===== src/rtl/dti_pack.sv =====
// Shared DTI PR NIU definitions: flit layout and transmit-stage state encoding.
package dti_pack;

  localparam int DTI_FLIT_WIDTH = 104;

  localparam int FLIT_LAST_BIT  = 0;
  localparam int FLIT_QOS_BIT   = 1;
  localparam int FLIT_TGTID_LSB = 2;
  localparam int FLIT_SRCID_LSB = 8;
  localparam int FLIT_PLD_LSB   = 14;

  typedef enum logic [1:0] {
    TX_RUN,
    TX_DRAIN,
    TX_QUIET
  } dti_tx_state_e;

endpackage


===== src/rtl/dti_skid_buf2.sv =====
// Two-entry valid/ready FIFO buffer; in_rdy depends only on occupancy, so it
// never combinationally follows out_rdy.
module dti_skid_buf2 #(
  parameter int PLD_WIDTH = 104
) (
  input  logic                 clk,
  input  logic                 rst,
  input  logic                 in_vld,
  input  logic [PLD_WIDTH-1:0] in_pld,
  output logic                 in_rdy,
  output logic                 out_vld,
  output logic [PLD_WIDTH-1:0] out_pld,
  input  logic                 out_rdy
);

  logic [PLD_WIDTH-1:0] mem [2];
  logic                 wr_ptr;
  logic                 rd_ptr;
  logic [1:0]           cnt;
  logic                 push;
  logic                 pop;

  assign in_rdy  = (cnt != 2'd2);
  assign out_vld = (cnt != 2'd0);
  assign out_pld = mem[rd_ptr];
  assign push    = in_vld & in_rdy;
  assign pop     = out_vld & out_rdy;

  always_ff @(posedge clk or posedge rst) begin
    if (rst) begin
      wr_ptr <= 1'b0;
      rd_ptr <= 1'b0;
      cnt    <= 2'd0;
    end else begin
      if (push) wr_ptr <= ~wr_ptr;
      if (pop)  rd_ptr <= ~rd_ptr;
      cnt <= cnt + 2'(push) - 2'(pop);
    end
  end

  // Storage carries no reset; occupancy alone decides what is valid.
  always_ff @(posedge clk) begin
    if (push) mem[wr_ptr] <= in_pld;
  end

endmodule


===== src/rtl/dti_pr_iniu_noc_tx.sv =====
// NoC-side transmit stage of the DTI PR initiator NIU: credit-gated flit
// injection with packet-atomic quiesce on partial_reset.
module dti_pr_iniu_noc_tx
  import dti_pack::*;
#(
  parameter int PLD_WIDTH    = DTI_FLIT_WIDTH,
  parameter int CREDIT_NUM   = 4,
  parameter int CREDIT_WIDTH = 4
) (
  input  logic                 clk,
  input  logic                 rst,
  input  logic                 partial_reset,
  output logic                 idle,
  input  logic                 s_vld,
  input  logic [PLD_WIDTH-1:0] s_pld,
  output logic                 s_rdy,
  output logic                 link_vld,
  output logic [PLD_WIDTH-1:0] link_flit,
  input  logic                 link_crd_rtn,
  output logic                 crd_err
);

  localparam logic [CREDIT_WIDTH-1:0] CRD_MAX = CREDIT_WIDTH'(CREDIT_NUM);

  dti_tx_state_e          state, state_nxt;
  logic [CREDIT_WIDTH-1:0] credit, credit_nxt;
  logic                   crd_full;
  logic                   crd_ovf;
  logic                   pkt_open;
  logic                   accept_ok;
  logic                   accept;
  logic                   buf_in_rdy;
  logic                   buf_vld;
  logic [PLD_WIDTH-1:0]   buf_pld;
  logic                   send;

  assign crd_full  = (credit == CRD_MAX);
  assign accept_ok = (state == TX_RUN) | ((state == TX_DRAIN) & pkt_open);
  assign s_rdy     = buf_in_rdy & accept_ok;
  assign accept    = s_vld & s_rdy;
  assign send      = buf_vld & (credit != '0);
  assign idle      = ~buf_vld & ~pkt_open & crd_full & ~link_vld;

  dti_skid_buf2 #(
    .PLD_WIDTH (PLD_WIDTH)
  ) u_skid (
    .clk     (clk),
    .rst     (rst),
    .in_vld  (s_vld & accept_ok),
    .in_pld  (s_pld),
    .in_rdy  (buf_in_rdy),
    .out_vld (buf_vld),
    .out_pld (buf_pld),
    .out_rdy (send)
  );

  // A return with no send at full credit is a router protocol error; saturate.
  always_comb begin
    credit_nxt = credit;
    crd_ovf    = 1'b0;
    case ({send, link_crd_rtn})
      2'b10: credit_nxt = credit - 1'b1;
      2'b01: begin
        if (crd_full) crd_ovf    = 1'b1;
        else          credit_nxt = credit + 1'b1;
      end
      default: credit_nxt = credit;
    endcase
  end

  always_comb begin
    state_nxt = state;
    case (state)
      TX_RUN:   if (partial_reset) state_nxt = TX_DRAIN;
      TX_DRAIN: begin
        if (!partial_reset)                       state_nxt = TX_RUN;
        else if (!pkt_open && !buf_vld && crd_full) state_nxt = TX_QUIET;
      end
      TX_QUIET: if (!partial_reset) state_nxt = TX_RUN;
      default:  state_nxt = TX_RUN;
    endcase
  end

  always_ff @(posedge clk or posedge rst) begin
    if (rst) begin
      state     <= TX_RUN;
      credit    <= CRD_MAX;
      crd_err   <= 1'b0;
      pkt_open  <= 1'b0;
      link_vld  <= 1'b0;
      link_flit <= '0;
    end else begin
      state    <= state_nxt;
      credit   <= credit_nxt;
      link_vld <= send;
      if (crd_ovf) crd_err  <= 1'b1;
      if (accept)  pkt_open <= ~s_pld[FLIT_LAST_BIT];
      if (send)    link_flit <= buf_pld;
    end
  end

endmodule


===== config.mk =====
export PLATFORM = sky130hd
export DESIGN_NAME = dti_pr_iniu_noc_tx
export DESIGN_NICKNAME = d
export VERILOG_FILES = /design/src/rtl/dti_pack.sv /design/src/rtl/dti_skid_buf2.sv /design/src/rtl/dti_pr_iniu_noc_tx.sv
export SDC_FILE = /design/constraint.sdc
export NUM_CORES = 1
export LEC_CHECK = 0
export ABC_AREA = 1
export CAP_MARGIN = 10
export CORE_UTILIZATION = 50
export CTS_BUF_LIST = sky130_fd_sc_hd__clkbuf_4 sky130_fd_sc_hd__clkbuf_8
export DETAILED_ROUTE_END_ITERATION = 8
export DONT_BUFFER_PORTS = 1
export SYNTH_ARGS = -nofsm -noshare
export SYNTH_HDL_FRONTEND = slang
export SYNTH_HIERARCHICAL = 1
export SYNTH_SLANG_ARGS = --single-unit

===== constraint.sdc =====
create_clock -name clk -period 6.4 [get_ports clk]
set_input_delay 1.28 -clock clk [delete_from_list [all_inputs] [get_ports clk]]
set_output_delay 1.28 -clock clk [all_outputs]
set_load 0.03 [all_outputs]

# Yosys cells after proc, flatten, opt, wreduce, memory -nomap -nowiden
# Memories as Yosys holds them, arrays and structs flattened. A register that Yosys moved wholly into a read port is not among the register bits.
# Cells that the tools add are included.
[classes]
add_sub_neg = 4
n_eq_ne = 10
mux = 11
n_bitwise = 17
n_reduce_logical = 10
[op_table]
columns = ["cell", "count"]
rows = [
  ["$and A1 B1 Y1", 10],
  ["$mux W2", 4],
  ["$ne A2 B2 Y1 const B", 4],
  ["$pmux W4 S2", 1],
  ["$not A1 Y1", 6],
  ["$pmux W2 S3", 1],
  ["$add A4 B1 Y4 const B", 1],
  ["$eq A2 B1 Y1 const B", 2],
  ["$eq A2 B2 Y1 const B", 2],
  ["$eq A4 B3 Y1 const B", 1],
  ["$mux W1", 4],
  ["$mux W4", 1],
  ["$reduce_bool A2 Y1", 2],
  ["$reduce_bool A4 Y1", 1],
  ["$sub A4 B1 Y4 const B", 1],
  ["$ne A3 B2 Y1 const B", 1],
  ["$reduce_and A3 Y1", 1],
  ["$add A2 B1 Y2", 1],
  ["$logic_and A1 B1 Y1", 2],
  ["$logic_not A1 Y1", 2],
  ["$logic_not A2 Y1", 1],
  ["$reduce_and A2 Y1", 1],
  ["$sub A2 B1 Y2", 1],
  ["$or A1 B1 Y1", 1],
]
[totals]
regBits = 13
ram_bits = 208
in_bits = 109
output_inout_bits = 108
wordCells = 61
memories = 1
[memory_table]
columns = ["name", "words", "width", "rd", "rd_ports_with_merged_regs", "wr", "line", "source"]
rows = [
  ["u_skid.mem", 2, 104, 1, 1, 1, "dti_skid_buf2.sv:16", "logic [PLD_WIDTH-1:0] mem [2];"],
]

# Longest topological paths before layout
# Gate-level depths: netlist of run 1.
[logic_depth]
ltp_word = 7
ltp_mapped = 14
depth_no_buf = 13

# By module
# The synthesis of run 1 kept the hierarchy.
[by_module_without_submodules]
columns = ["module", "n_inst", "cells_per_inst", "area_each_um2", "seq_area_each_um2"]
rows = [
  ["dti_skid_buf2", 1, 576, 7802.5, 6346.1],
  ["dti_pr_iniu_noc_tx", 1, 502, 4449.3, 2829.0],
]

# Worst setup path before layout of run 1
# Ideal clock, no wire load.
[synth_path]
path_kind = "input -> register"
from = "input port s_vld"
to = "memory u_skid.mem[1][0] (enable)"
setup_time_ns = 0.568
arrival_time_ns = 5.895
required_time_ns = 5.832
path_slack_ns = -0.062
cell_stages = 4
path_buffers = 0
cell_sequence = "inv_1 nor2_1 nand2_1 nor2_1"
[synth_via]
elab_chain_len = 4
[synth_rtl]
columns = ["element", "line", "source"]
rows = [
  ["start, declared", "dti_pr_iniu_noc_tx.sv:14", "input logic s_vld,"],
  ["$and A1 B1 Y1", "dti_pr_iniu_noc_tx.sv:49", ".in_vld (s_vld & accept_ok),"],
  ["$and A1 B1 Y1", "dti_skid_buf2.sv:26", "assign push = in_vld & in_rdy;"],
  ["$mux W1", "dti_skid_buf2.sv:43", "if (push) mem[wr_ptr] <= in_pld;"],
  ["$mux W1 (implied by the code)", "dti_skid_buf2.sv:43", ""],
  ["end, declared", "dti_skid_buf2.sv:16", ""],
]
# Every way passes these cells.

# Worst setup path after layout of run 1
[layout_path]
from = "register credit[0]"
to = "output port idle"
[layout_via]
elab_chain_len = 3
[layout_rtl]
columns = ["element", "line", "source"]
rows = [
  ["start, declared", "dti_pr_iniu_noc_tx.sv:26", "logic [CREDIT_WIDTH-1:0] credit, credit_nxt;"],
  ["start signal, assigned", "dti_pr_iniu_noc_tx.sv:94", "credit <= credit_nxt;"],
  ["$eq A4 B3 Y1", "dti_pr_iniu_noc_tx.sv:37", "assign crd_full = (credit == CRD_MAX);"],
  ["$and A1 B1 Y1 (2 in a row)", "dti_pr_iniu_noc_tx.sv:42", "assign idle = ~buf_vld & ~pkt_open & crd_full & ~link_vld;"],
  ["end, declared", "dti_pr_iniu_noc_tx.sv:13", "output logic idle,"],
]
# Every way passes these cells.

==> out/results.txt, run 1 <==
Status = finished clean
Mean Syn Cell Area = 11.4 um2
WS Path Type = flip-flop to output port
Share of the synthesized area in the top cell type = 0.510
Ports = 217
Post-synth ARST share = 0.360
Unique cell type count in the Yosys netlist = 26
Gr usage total = 0.194
Die ar. = 25100 um2
Pwr Total = 7.70 mW
Number of synthesized flops with an enable pin = 208
Hold depth = 1
Fin crit share = 0.484
Area Overhead vs Synth = 10.8%
Setup Buffers After CTS = 0
Hold Startpoint = state[0]
Synth Flop Type = edfxtp_1
# rows = 56
Power Dens Cells = 567 nW/um2
Layout cell share with drive strength beyond 1 = 0.0993
ANT cells = 0
HP Class = flip-flop to flip-flop
Core area = 23800 um2
DRC = 0
Htree depth = 2
DR vias/cell = 4.87
Maximum number of pins on one net before global-route repair = 107
PostCTS Resize Cnt = 0
Detailed-route via count = 7099
RR Startpoint = state[0]
Vias in the first global route = 7045
Initial antenna violation count = 0
Worst Skew = 19.6 ps
First drt pass iteration count = 4
Max Cap Viol = 0
Grt total ovfl = 0
VDD IR max = 0.000367 V
Cells after Synth = 1078
Post-Syn Area = 12300 um2
Hold WS = 474 ps
Most frequent cell after synthesis = nand2_1
WL per Instance = 16.6 um
R2r endpoint = u_skid/mem[0][99]
GP Congestion = 0.724
Slack of the worst reg-to-reg path = 3690 ps
Clock root buffer = clkbuf_8
CTS buffer count = 51
Fmax = 323 MHz
Reg clk slew, reported paths = 60 ps
Pleak = 6.09 nW
Final min period = 3100 ps
Port bufs = 0
Final nets = 1209
Slew HR = 0.224
Initial Utilization = 0.516
Vert. Die Dim = 159 um
Worst hold endpoint = state[0]
Fin. max-slew vios = 0
Multi-input gate area = 2690 um2
CP max FO = 5
Horiz. Die Dim = 159 um
Fin area = 13600 um2
Syn nets = 1192
Worst EP arrival = 1820 ps
CTS tree = yes
Iteration-0 DRC Markers = 332
R2R depth = 8
Yosys warning total = 6
CP required = 5120 ps
ANT nets after route = 0
Synth area leaders = edfxtp_1 (51%), dfrtp_1 (24%), nand2_1 (20%)
Fill cells = 1999
CTS Hold Bufs = 0
Worst-Margin Slew = 1160 ps
Crit end category = output port
Insertion delay to the later sink of the worst-skew pair = 560 ps
TNS Setup = 0 ps
Worst setup SP type = flip-flop
First-pass GRT wire length = 36800 um
Synth area leader = edfxtp_1
Final hold vios = 0
Post-synthesis sequential area ratio = 0.749
Dpl cell area = 12400 um2
Top post-synthesis cells by count = nand2_1 (652), edfxtp_1 (208), dfrtp_1 (116)
DRT Wirelength = 24100 um
Synth Register Bits = 325
Final setup fails = 0
HPWL after DPL = 13800 um
RSZ-0062 raised after global routing = false
Max Root-Sink Buffers = 3
Register Area = 9180 um2
Clock sink total = 325
==> worst max-delay path, cell delays in order, from the launching register on <==
cell	delay [ps]
dfrtp_1	430
nor2_1	160
nand3_1	210
nor4_1	250
buf_4	210
==> metrics by stage <==
| step | instances | setup slack (ps) | util |
|---|---|---|---|
| after detailed placement | 1361 | 2970 | 0.523 |
| after global routing | 1457 | 3120 | 0.572 |
| after global placement | 1361 | 2990 | 0.523 |
| final | 1457 | 3300 | 0.572 |
| after CTS | 1457 | 3260 | 0.572 |
| after floorplan | 1078 | 1690 | - |
==> worst max-delay path by stage <==
stage          startpoint                 to  depth (start not counted)
2_1_floorplan       s_vld   u_skid/mem[1][0]                          4
3_3_place_gp        s_vld  u_skid/mem[0][50]                          5
3_5_place_dp        s_vld  u_skid/mem[0][89]                          5
4_1_cts         credit[0]               idle                          4
5_1_grt         credit[0]               idle                          4
6_report        credit[0]               idle                          4
==> power by group <==
part | internal [mW] | leakage (nW) | switching [mW]
Clock | 1.12 | 0.611 | 0.775
Sequential | 2.93 | 3.35 | 1.01
Combinational | 0.519 | 2.13 | 1.34
==> registers in the layout, indices dropped and copies added, names as in the netlist <==
| signal | count |
|---|---|
| state | 2 |
| pkt_open | 1 |
| u_skid/cnt | 2 |
| u_skid/rd_ptr | 1 |
| u_skid/wr_ptr | 1 |
| link_vld | 1 |
| crd_err | 1 |
| link_flit | 104 |
| credit | 4 |
| u_skid/mem | 208 |
==> kinds of logic (layout without fill, tap and decap cells) <==
logic type | Yosys count | in the layout | synth area share
DFF | 325 | 325 | 0.749
AOI/OAI and AO/OA | 4 | 4 | 0.00214
xor gates and xnor gates | 2 | 2 | 0.00143
adders and majority gates | 5 | 5 | 0.00572
and+or+nand+nor | 676 | 676 | 0.210
buffers and inverters | 66 | 126 | 0.0320
==> layout by cell type, fill, tap and decap left out, types with 2 or more instances in the layout <==
cell,n
clkinv_1,3
inv_6,3
nand2_1,652
inv_4,3
bufinv_16,4
clkinv_2,7
xor2_1,2
inv_1,16
nor2_1,6
ha_1,4
dfrtp_1,115
clkbuf_4,21
edfxtp_1,208
clkbuf_8,58
buf_4,9
nand3_1,11
==> final cells by class <==
| cell class | instances | area share |
|---|---|---|
| Tap cell | 319 | 0.0294 |
| Multi-Input combinational cell | 687 | 0.198 |
| Inverter | 21 | 0.00673 |
| Timing Repair Buffer | 9 | 0.00498 |
| Sequential cell | 325 | 0.676 |
| Clock buffer | 79 | 0.0704 |
| Clock inverter | 17 | 0.0141 |
==> routing by layer <==
metal	GRT usage	part of all wire	wire, um	up-vias
met2	0.318	0.47	11400	209
met4	0.0714	0.025	594	0
met3	0.0787	0.098	2370	52
met5	0	0	0	-
li1	-	-	-	3494
met1	0.230	0.41	9790	3344
(Power assumes the default switching activity.)
==> inputs of run 2 (changes only) <==
--- a/config.mk
+++ b/config.mk
@@ -11,6 +11,7 @@
 export CTS_BUF_LIST = sky130_fd_sc_hd__clkbuf_4 sky130_fd_sc_hd__clkbuf_8
 export DETAILED_ROUTE_END_ITERATION = 8
 export DONT_BUFFER_PORTS = 1
+export PLACE_DENSITY = 0.68
 export SYNTH_ARGS = -nofsm -noshare
 export SYNTH_HDL_FRONTEND = slang
 export SYNTH_HIERARCHICAL = 1
==> constraint.sdc (replaced) <==
create_clock -name clk -period 2.7 [get_ports clk]
set_input_delay 0.54 -clock clk [delete_from_list [all_inputs] [get_ports clk]]
set_output_delay 0.54 -clock clk [all_outputs]
set_load 0.03 [all_outputs]
==> run 2 against run 1 <==
- cell count up 0.62%
- global-route usage up 0.092 points
- hold slack lost 410 ps
- flip-flop and latch count unchanged
- setup slack got worse by 3000 ps
- critical endpoint unchanged
- largest cell class unchanged
- largest power group unchanged
- highest routed layer unchanged
==> out/results.txt, run 2 (same netlist as run 1, synthesis figures left out) <==
Worst setup SP type = flip-flop
Max Root-Sink Buffers = 3
CP max FO = 5
Worst-Margin Slew = 878 ps
Max Cap Viol = 0
Pleak = 6.14 nW
Commonest non-fill, non-tap cell in the layout = nand2_1
Fin crit share = 0.889
CP required = 2160 ps
Commonest non-fill, non-tap cells in the layout = nand2_1 (652), edfxtp_1 (208), dfrtp_1 (115)
Max incr delay on CP = 430 ps
CTS buffer count = 53
HPWL after DPL = 13600 um
Htree depth = 2
Worst-path cell chain = nor2_1, nand3_1, nor4_1, buf_4
GP Congestion = 0.814
CTS tree = yes
Worst EP arrival = 1860 ps
Iteration-0 DRC Markers = 387
Vert. Die Dim = 159 um
Largest registers = u_skid/mem: 208 flops, link_flit: 104 flops, credit: 4 flops
Setup Buffers After CTS = 0
Largest register by flop count = u_skid/mem
WL per Instance = 16.5 um
Initial antenna violation count = 0
Initial Utilization = 0.516
Vias in the first global route = 7003
Core area = 23800 um2
Final setup fails = 0
Reg clk slew, reported paths = 60 ps
Clock root buffer = clkbuf_8
HP Class = input pin to flip-flop
First-pass GRT wire length = 37100 um
Maximum number of pins on one net before global-route repair = 109
Max FFs per register = 208
Gr usage total = 0.195
# rows = 56
Status = finished clean
Detailed-route via count = 7186
Top layer in use = met4
Final hold vios = 0
Met1 wire length = 9470 um
Clock sink total = 325
Port bufs = 0
DRC = 0
Met2 WL post-DR = 12000 um
Slowest CP cell = dfrtp_1
Crit end category = output port
VDD IR max = 0.00105 V
Grt total ovfl = 0
Worst Skew = 25.3 ps
Final worst slack = 300 ps
Layout cell share with drive strength beyond 1 = 0.106
WS Path Type = flip-flop to output port
Fmax = 417 MHz
First drt pass iteration count = 4
Final nets = 1217
RSZ-0062 raised after global routing = false
Die ar. = 25100 um2
ANT cells = 0
Ports = 217
Final min period = 2400 ps
Slew HR = 0.415
DR vias/cell = 4.90
Insertion delay to the later sink of the worst-skew pair = 570 ps
Setup WS pre-CTS = 716 ps
Horiz. Die Dim = 159 um
ANT nets after route = 0
Top delay family on crit path = simple AND/OR/NAND/NOR gates
PostCTS Resize Cnt = 0
TNS Setup = 0 ps
Fin. max-slew vios = 0
Area Overhead vs Synth = 11.9%
Routed wl met3 = 2100 um
CP Buf/Inv Count = 1
DRT Wirelength = 24100 um
Power Dens Cells = 1340 nW/um2
==> run 2: layout make-up <==
cell class	instances	area (um2)
clock buffer	90	1090
tap	319	399
inverter	21	91.3
fill	1901	10000
multi-input combinational	687	2700
timing repair buffer	15	203
clock inverter	9	51.3
sequential	325	9180
==> run 2: repair_timing <==
action	CTS	global route
endpoints found under the hold margin	20	0
endpoints found under the setup margin	0	0
hold buffers	1	0
==> run 2: final timing paths <==
kind                                    start           endpoint  slack [ps]  cells past startpoint
worst max-delay path                credit[0]               idle         300                      4
worst min-delay path                s_pld[34]  u_skid/mem[0][34]          60                      0
worst min register to register  u_skid/wr_ptr      u_skid/wr_ptr         470                      2
min in group asynchronous                 rst      u_skid/cnt[0]         420                      2
worst max register to register      credit[0]          credit[3]         700                     12
max in group asynchronous                 rst          credit[2]        1400                      3
==> run 2: worst register-to-register path: cells and delay by family, from the launching register on <==
kind                     cells  cell delay (ps)
AND/OR/NAND/NOR              9             1020
flip-flops                   1              430
adder cells (fa/ha/maj)      1              320
buffers and inverters        2              120
==> run 2: layer usage <==
metal,GRT usage,vias to the layer above
met5,0,-
met4,0.0737,0
met3,0.0708,52
met2,0.333,205
met1,0.224,3413
li1,-,3516
==> run 2: power by group <==
group	switching [mW]	internal (mW)
clock	1.82	2.55
sequential	2.39	6.93
combinational	3.29	1.34
==> run 2: through the flow <==
| step | std cells | utilization | area [um2] | power, mW | hold slack (ps) |
|---|---|---|---|---|---|
| after floorplan | 1078 | - | 12300 | 12.9 | 306 |
| after global placement | 1366 | 0.529 | 12600 | 14.0 | 329 |
| after detailed placement | 1366 | 0.529 | 12600 | 14.1 | 333 |
| after CTS | 1466 | 0.577 | 13700 | 18.6 | 27.3 |
| after global routing | 1466 | 0.577 | 13700 | 19.6 | 25.0 |
| final | 1466 | 0.577 | 13700 | 18.3 | 61.8 |
==> inputs of run 3 (changes only) <==
--- a/config.mk
+++ b/config.mk
@@ -11,6 +11,7 @@
 export CTS_BUF_LIST = sky130_fd_sc_hd__clkbuf_4 sky130_fd_sc_hd__clkbuf_8
 export DETAILED_ROUTE_END_ITERATION = 8
 export DONT_BUFFER_PORTS = 1
+export GPL_TIMING_DRIVEN = 1
 export PLACE_DENSITY = 0.68
 export SYNTH_ARGS = -nofsm -noshare
 export SYNTH_HDL_FRONTEND = slang
==> results of run 3 <==
The final DEF is identical to that of run 2; final timing and power are the same.
